<file path="src/rtl/serial_adder.sv">
// Bit-serial adder: adds two WIDTH-bit operands plus carry-in, one bit per clock, LSB first.
// Optional macro SERIAL_ADDER_OVF_EN adds a two's-complement overflow output (ovf).
module serial_adder #(
  parameter int unsigned WIDTH = 8
) (
  input  logic             clk,
  input  logic             rst,
  input  logic             start,
  input  logic [WIDTH-1:0] a,
  input  logic [WIDTH-1:0] b,
  input  logic             cin,
  output logic             busy,
  output logic             done,
  output logic [WIDTH-1:0] sum,
  output logic             cout
`ifdef SERIAL_ADDER_OVF_EN
  ,
  output logic             ovf
`endif
);

  localparam int unsigned CNT_W = $clog2(WIDTH + 1);

  typedef enum logic [1:0] {
    S_IDLE = 2'd0,
    S_RUN  = 2'd1,
    S_DONE = 2'd2
  } state_t;

  state_t           state_q, state_d;
  logic [WIDTH-1:0] a_q, a_d;
  logic [WIDTH-1:0] b_q, b_d;
  logic [WIDTH-1:0] res_q, res_d;
  logic [WIDTH-1:0] sum_q, sum_d;
  logic [CNT_W-1:0] cnt_q, cnt_d;
  logic             carry_q, carry_d;
  logic             cout_q, cout_d;
  logic             busy_q, busy_d;
  logic             done_q, done_d;
`ifdef SERIAL_ADDER_OVF_EN
  logic             ovf_q, ovf_d;
`endif

  logic             fa_s_c;
  logic             fa_co_c;

  // Full adder on the current operand LSBs and the running carry
  assign fa_s_c  = a_q[0] ^ b_q[0] ^ carry_q;
  assign fa_co_c = (a_q[0] & b_q[0]) | (a_q[0] & carry_q) | (b_q[0] & carry_q);

  always_comb begin
    state_d = state_q;
    a_d     = a_q;
    b_d     = b_q;
    res_d   = res_q;
    sum_d   = sum_q;
    cnt_d   = cnt_q;
    carry_d = carry_q;
    cout_d  = cout_q;
    busy_d  = busy_q;
    done_d  = 1'b0;
`ifdef SERIAL_ADDER_OVF_EN
    ovf_d   = ovf_q;
`endif

    case (state_q)
      S_IDLE, S_DONE: begin
        if (start) begin
          a_d     = a;
          b_d     = b;
          carry_d = cin;
          cnt_d   = '0;
          busy_d  = 1'b1;
          state_d = S_RUN;
        end else begin
          state_d = S_IDLE;
        end
      end
      S_RUN: begin
        a_d     = {1'b0, a_q[WIDTH-1:1]};
        b_d     = {1'b0, b_q[WIDTH-1:1]};
        res_d   = {fa_s_c, res_q[WIDTH-1:1]};
        carry_d = fa_co_c;
        cnt_d   = cnt_q + CNT_W'(1);
        // Result becomes visible only once the final bit has been formed
        if (cnt_q == CNT_W'(WIDTH - 1)) begin
          sum_d   = {fa_s_c, res_q[WIDTH-1:1]};
          cout_d  = fa_co_c;
`ifdef SERIAL_ADDER_OVF_EN
          ovf_d   = carry_q ^ fa_co_c;
`endif
          busy_d  = 1'b0;
          done_d  = 1'b1;
          state_d = S_DONE;
        end
      end
      default: begin
        busy_d  = 1'b0;
        state_d = S_IDLE;
      end
    endcase
  end

  always_ff @(posedge clk) begin
    if (rst) begin
      state_q <= S_IDLE;
      a_q     <= '0;
      b_q     <= '0;
      res_q   <= '0;
      sum_q   <= '0;
      cnt_q   <= '0;
      carry_q <= 1'b0;
      cout_q  <= 1'b0;
      busy_q  <= 1'b0;
      done_q  <= 1'b0;
`ifdef SERIAL_ADDER_OVF_EN
      ovf_q   <= 1'b0;
`endif
    end else begin
      state_q <= state_d;
      a_q     <= a_d;
      b_q     <= b_d;
      res_q   <= res_d;
      sum_q   <= sum_d;
      cnt_q   <= cnt_d;
      carry_q <= carry_d;
      cout_q  <= cout_d;
      busy_q  <= busy_d;
      done_q  <= done_d;
`ifdef SERIAL_ADDER_OVF_EN
      ovf_q   <= ovf_d;
`endif
    end
  end

  assign busy = busy_q;
  assign done = done_q;
  assign sum  = sum_q;
  assign cout = cout_q;
`ifdef SERIAL_ADDER_OVF_EN
  assign ovf  = ovf_q;
`endif

endmodule

</file>
<file path="config.mk">
export PLATFORM = sky130hd
export DESIGN_NAME = serial_adder
export DESIGN_NICKNAME = d
export VERILOG_FILES = /design/src/rtl/serial_adder.sv
export SDC_FILE = /design/constraint.sdc
export NUM_CORES = 1
export LEC_CHECK = 0
export BUFFER_PORTS_ARGS = -buffer_cell sky130_fd_sc_hd__buf_2
export CORE_UTILIZATION = 31
export DETAILED_ROUTE_END_ITERATION = 10
export PLACE_DENSITY_LB_ADDON = 0.12
export SYNTH_ARGS = -nofsm -noshare
export SYNTH_HDL_FRONTEND = slang
export SYNTH_SLANG_ARGS = --single-unit
</file>
<file path="constraint.sdc">
create_clock -name clk -period 1.4 [get_ports clk]
set_input_delay 0.07 -clock clk [delete_from_list [all_inputs] [get_ports clk]]
set_output_delay 0.07 -clock clk [all_outputs]
set_load 0.005 [all_outputs]
</file>
==> qor.yml, run 1 <==
run_status:
  status: "finished, final reports clean"
cts:
  clk_pin_slew_ns: 0.08
  cts_htree_levels: 2
  clkLatencyLatePin_ns: 0.29
  clkSinkCount: 41
  clock_path_buffers: 2
  cts_buffers: 5
  root_buffer: "clkbuf_8"
  cts_hold_buffers: 0
  cts_tree: "yes"
synthesis:
  netlist_top_cells_count: "dfxtp_1 (41), a21oi_1 (37), nand3_1 (28)"
  synth_warnings: 0
  yosysUniqueCellTypes: 24
  synth_top_area_cell: "dfxtp_1"
  async_reset_ff_frac: 0
  syn-num-nets: 209
  yosysMostFrequentCell: "dfxtp_1"
  syn_avg_cell_area_um2: 8.76
  synth_edf_count: 0
  synth-seq-cells: 41
  synth_area_leaders: "dfxtp_1 (50%), a21oi_1 (11%), nand3_1 (8.6%)"
  syn-cell-area_um2: 1640
  synthCells: 187
  synth_seq_area_share: 0.501
  synth_top_area_share: 0.501
  ys.flop_type: "dfxtp_1"
routing:
  dr.pass1.iters: 4
  drt_iter0_drc: 79
  routed-wl-met3_um: 141
  highest_layer: "met4"
  wirelength_met1_mm: 1.58
  drt-total-wl_mm: 3.56
  wire_per_inst_um: 12.4
  vias: 1435
  antenna_left: 0
  dr_wl_met2_mm: 1.80
  drt-vias-per-instance: 5.00
  drcViolationCount: 0
sta:
  fmax_mhz: 789
  fin_setup_tns_ns: 0
  finalClockSkew_ns: 0.00912
  period_share: 0.905
  fin_crit_ns: 1.27
  setup_violations: 0
  fin_ws_ns: 0.133
  tightestPinTransition_ns: 0.304
  hold_viol: 0
  drv_slew: 0
  relSlewSlack: 0.797
power_and_ir_drop:
  peakVddDrop_v: 0.000514
  p_per_area_nw_per_um2: 1230
  p_total_w: 0.00246
  p_leak_nw: 0.759
worst_setup_path:
  crit_arrival_ns: 1.49
  critical-path-top-delay-family: "flip-flops"
  path_max_fanout: 7
  start_kind: "flip-flop"
  crit_path_top_delay_cell: "dfxtp_1"
  end_kind: "flip-flop"
  path_class: "flip-flop to flip-flop"
  cp_cell_sequence: "ha_1 > and3b_2 > buf_12 > nand3_1 > a21oi_1"
  cp_slowest_stage_delay_ns: 0.37
  required_ns: 1.62
  cp_num_buf_inv: 1
floorplanning:
  start_util: 0.321
  core_um2: 5110
  row_count: 26
  die_w_um: 74.7
  ios: 31
  die_area_um2: 5580
  die_h_um: 74.7
cells_and_area:
  syn_to_final_growth_pct: 22.1
  multi_input_area_um2: 713
  n_fill_cell: 553
  insertedDiodeCount: 0
  final_nets: 238
  seq_area_um2: 821
  post_route_cells_drive_above_1_share: 0.240
grt:
  grt_pass1_vias: 1399
  grt_pass1_wl_mm: 6.15
  groute.usage.overall: 0.145
  antenna_found_initial: 0
  grt_max_degree: 29
  gr-total-overflow: 0
run:
  max_cap_violations: 0
placement:
  portBuffers: 30
  pre_cts_slack_ns: 0.104
  dp_hpwl_mm: 2.44
  gp_congestion: 0.748
hold_path:
  min_path_type: "primary input to flip-flop"
stage by stage:
stage                     hold WS (ns)  std cells  area (um2)   util
after global placement           0.314        278        1850  0.363
final                           0.0129        287        2000  0.391
after floorplan                  0.206        187        1640      -
after CTS                       0.0111        286        1970  0.386
after detailed placement         0.325        278        1850  0.363
after global routing            0.0225        287        2000  0.391
worst reg2reg max path: stages, from the launching register on:
cell and delay [ns]:
dfxtp_1 0.37, ha_1 0.21, and3b_2 0.30, buf_12 0.13
nand3_1 0.07, a21oi_1 0.13
per-layer routing:
metal	GRT usage	vias up
met5	0	-
met4	0.0503	0
met3	0.0402	4
met2	0.259	35
met1	0.166	674
li1	-	722
power by group:
part           leakage [nW]  switching [W]  total, W  internal, W
combinational         0.367       0.000144  0.000244     0.000100
clock                0.0574       0.000399  0.000979     0.000580
sequential            0.334      0.0000258   0.00124      0.00121
total                 0.759       0.000569   0.00246      0.00189
registers in the layout, indices dropped and copies added (netlist names):
register	flops
carry_q	1
sum	8
done	1
a_q	8
res_q	7
cout	1
cnt_q	4
state_q	2
busy	1
b_q	8
layout by cell type (no fill, tap or decap):
cell type	Yosys	layout
dfxtp_1	41	41
a21oi_1	37	37
buf_2	5	30
nand3_1	28	28
nand2_1	17	17
a22oi_1	15	15
o21ai_0	9	9
buf_4	5	9
clkbuf_8	0	6
nand2b_1	3	3
nor2_1	3	3
mux2_1	2	2
nor3_1	3	2
buf_12	0	2
and2b_2	0	1
nor2b_1	1	1
nand3b_1	1	1
and3b_2	0	1
nor3b_1	1	1
nand4_1	1	1
o21a_1	1	1
nor3_2	0	1
a211oi_1	1	1
fa_1	1	1
ha_1	1	1
clkinvlp_4	0	1
bufinv_16	0	1
repair_timing:
item | in CTS | in global routing
buffers inserted | 0 | 1
setup endpoints to repair | 0 | 11
resized for setup | 0 | 3
cells by family after synthesis:
family,synth area share
and+or+nand+nor,0.179
muxes,0.0137
adders and majority gates,0.0199
buffers and inverters,0.0680
AOI/OAI and AO/OA,0.218
DFF,0.501
final timing paths:
path	start	endpoint	slack (ns)	cells after the start
max reg2reg	cnt_q[0]	sum[6]	0.13	5
min	b[7]	b_q[7]	0.01	3
min reg2reg	res_q[1]	res_q[1]	0.47	2
max	cnt_q[0]	sum[6]	0.13	5
area by class of cell:
class / instances / share of cell area
flip-flops and latches: 41 / 0.411
multi-input cells: 127 / 0.357
repair buffers: 41 / 0.129
well taps: 70 / 0.0438
clock buffers: 6 / 0.0413
clock inverters: 2 / 0.0188
(Power assumes the default switching activity.)
==> run 2, diff against run 1 <==
- CORE_UTILIZATION: 31 -> 53
==> run 2 against run 1 <==
  * The flow now finishes with violations (design-rule violations, negative hold slack)
  * Sequential share of layout area is 0.53 points lower
  * Final cell count down 8.7%
  * Sequential power about the same
  * Critical endpoint is now cnt_q[3]
  * Clock skew increased by 0.0029 ns
  * First-iteration DRC count increased by 53%
  * Total power is 6.3% lower
  * Worst hold slack worse by 0.015 ns
  * Routed wire length is 4.3% higher
  * Combinational power increased by 11%
  * Via count grew 5.2%
  * Clock power fell by 19%
  * Critical path depth is 2 lower
==> qor.yml, run 2 (synthesis results as in run 1) <==
sta:
  holdWs_ns: -0.00210  # -0.0150 ns
  drv_slew: 0  # unchanged
  grt_setup_unrepaired: "false"
  tightestPinTransition_ns: 0.308  # +0.00409 ns
  finalClockSkew_ns: 0.0121  # +0.00294 ns
  period_share: 0.920  # +0.0147
  hold_viol: 1  # +1
  fin_crit_ns: 1.29  # +0.0206 ns
  fin_setup_tns_ns: 0  # unchanged
  setup_violations: 0  # unchanged
  fmax_mhz: 777  # -1.6%
  relSlewSlack: 0.794  # -0.00315
  fin_ws_ns: 0.112  # -0.0206 ns
routing:
  dr_wl_met2_mm: 1.81  # +0.72%
  dr.pass1.iters: 7  # +3
  vias: 1509  # +5.2%
  wirelength_met1_mm: 1.62  # +2.3%
  drt_iter0_drc: 121  # +53%
  highest_layer: "met4"
  wire_per_inst_um: 14.2  # +14%
  drcViolationCount: 2  # +2
  drt-total-wl_mm: 3.71  # +4.3%
  antenna_left: 0  # unchanged
  routed-wl-met3_um: 214  # +52%
  drt-vias-per-instance: 5.76  # +15%
floorplanning:
  die_area_um2: 3320  # -41%
  die_w_um: 57.6  # -23%
  ios: 31  # unchanged
  start_util: 0.574  # +0.253
  core_um2: 2850  # -44%
  row_count: 19  # -27%
  die_h_um: 57.6  # -23%
worst_setup_path:
  path_max_fanout: 7  # unchanged
  crit_arrival_ns: 1.55  # +0.06 ns
  cp_slowest_stage_delay_ns: 0.42  # +0.05 ns
  end_kind: "flip-flop"
  cp_num_buf_inv: 0  # -1
  regToRegSetupSlack_ns: 0.11  # -0.02 ns
  cp_cell_sequence: "and2b_1 > nand4_1 > mux2_1"
  r2r_cells: 3  # -2
  regToRegStartpoint: "state_q[0]"
  critical-path-top-delay-family: "simple AND/OR/NAND/NOR gates"
  crit_path_top_delay_cell: "dfxtp_1"
  r2r-end: "cnt_q[3]"
  required_ns: 1.67  # +0.05 ns
  path_class: "flip-flop to flip-flop"
  start_kind: "flip-flop"
hold_path:
  min_path_type: "primary input to flip-flop"
  whs_endpoint: "a_q[1]"
  min_from: "a[1]"
  min_path_cells: 3  # unchanged
power_and_ir_drop:
  p_per_area_nw_per_um2: 1140  # -7.5%
  p_leak_nw: 0.791  # +4.3%
  peakVddDrop_v: 0.000776  # +51%
cts:
  clock_path_buffers: 2  # unchanged
  post_cts_buffers: 0  # unchanged
  root_buffer: "clkbuf_4"
  clkSinkCount: 41  # unchanged
  cts_htree_levels: 2  # unchanged
  clkLatencyLatePin_ns: 0.37  # +0.08 ns
  cts_buffers: 5  # unchanged
  clk_pin_slew_ns: 0.13  # +0.05 ns
  cts_tree: "yes"
placement:
  gp_congestion: 0.752  # +0.66%
  portBuffers: 30  # unchanged
  pre_cts_slack_ns: 0.0992  # -0.00510 ns
  dp_hpwl_mm: 2.40  # -1.4%
grt:
  gr-total-overflow: 0  # unchanged
  grt_pass1_wl_mm: 6.22  # +1.1%
  groute.usage.overall: 0.249  # +0.104
  antenna_found_initial: 0  # unchanged
  grt_max_degree: 31  # +6.9%
  grt_pass1_vias: 1398  # -0.071%
cells_and_area:
  post_route_cells_drive_above_1_share: 0.212  # -0.0275
  final_common_cell: "dfxtp_1"
  syn_to_final_growth_pct: 23.7
  insertedDiodeCount: 0  # unchanged
  layout_common_cells: "dfxtp_1 (41), a21oi_1 (37), buf_2 (30)"
  final_nets: 252  # +5.9%
run_status:
  violations: "design-rule violations, negative hold slack"
  status: "finished, violations left"
run:
  max_cap_violations: 0  # unchanged
-- run 2: power by group --
part | internal, W | switching (W)
sequential | 0.00121 | 0.0000283
combinational | 0.000123 | 0.000149
clock | 0.000378 | 0.000414
total | 0.00171 | 0.000591
-- run 2: how the worst max path moves through the flow --
stage / depth (start not counted) / to / start / slack (ns)
6_report: 3 / cnt_q[3] / state_q[0] / 0.11
5_1_grt: 3 / cnt_q[3] / state_q[0] / 0.01
4_1_cts: 4 / busy / cnt_q[0] / 0.08
3_5_place_dp: 4 / busy / cnt_q[0] / 0.1
3_3_place_gp: 4 / busy / cnt_q[0] / 0.14
2_1_floorplan: 5 / busy / cnt_q[0] / 0.19
-- run 2: timing repair --
action,in CTS,in global routing
setup endpoints to repair,0,10
hold buffers,15,0
gates resized for setup,0,1
hold endpoints to repair,15,0
-- run 2: tightest hold or removal path: cells and delay by family --
family / cells / cell delay, ns
compound gates: 2 / 0.18
buf+inv: 1 / 0.07
-- run 2: routing by layer --
layer,up-vias,track usage
met3,7,0.0680
met2,51,0.412
li1,750,-
met5,-,0
met1,701,0.309
met4,0,0.0941
-- run 2: area by class of cell --
cell class	count	area [um2]
Clock inverter	3	46.3
Fill cell	220	827
Multi-Input combinational cell	127	707
Clock buffer	5	37.5
Sequential cell	41	821
Timing Repair Buffer	55	375
Tap cell	31	38.8
-- run 2: per-stage QoR --
step | total power, W | hold slack, ns | utilization | instances | cell area [um2]
2_1_floorplan | 0.00143 | 0.206 | - | 187 | 1640
3_3_place_gp | 0.00149 | 0.314 | 0.628 | 239 | 1790
3_5_place_dp | 0.00150 | 0.320 | 0.628 | 239 | 1790
4_1_cts | 0.00231 | 0.00430 | 0.710 | 262 | 2020
5_1_grt | 0.00239 | 0.0166 | 0.710 | 262 | 2030
6_report | 0.00230 | -0.00210 | 0.710 | 262 | 2030
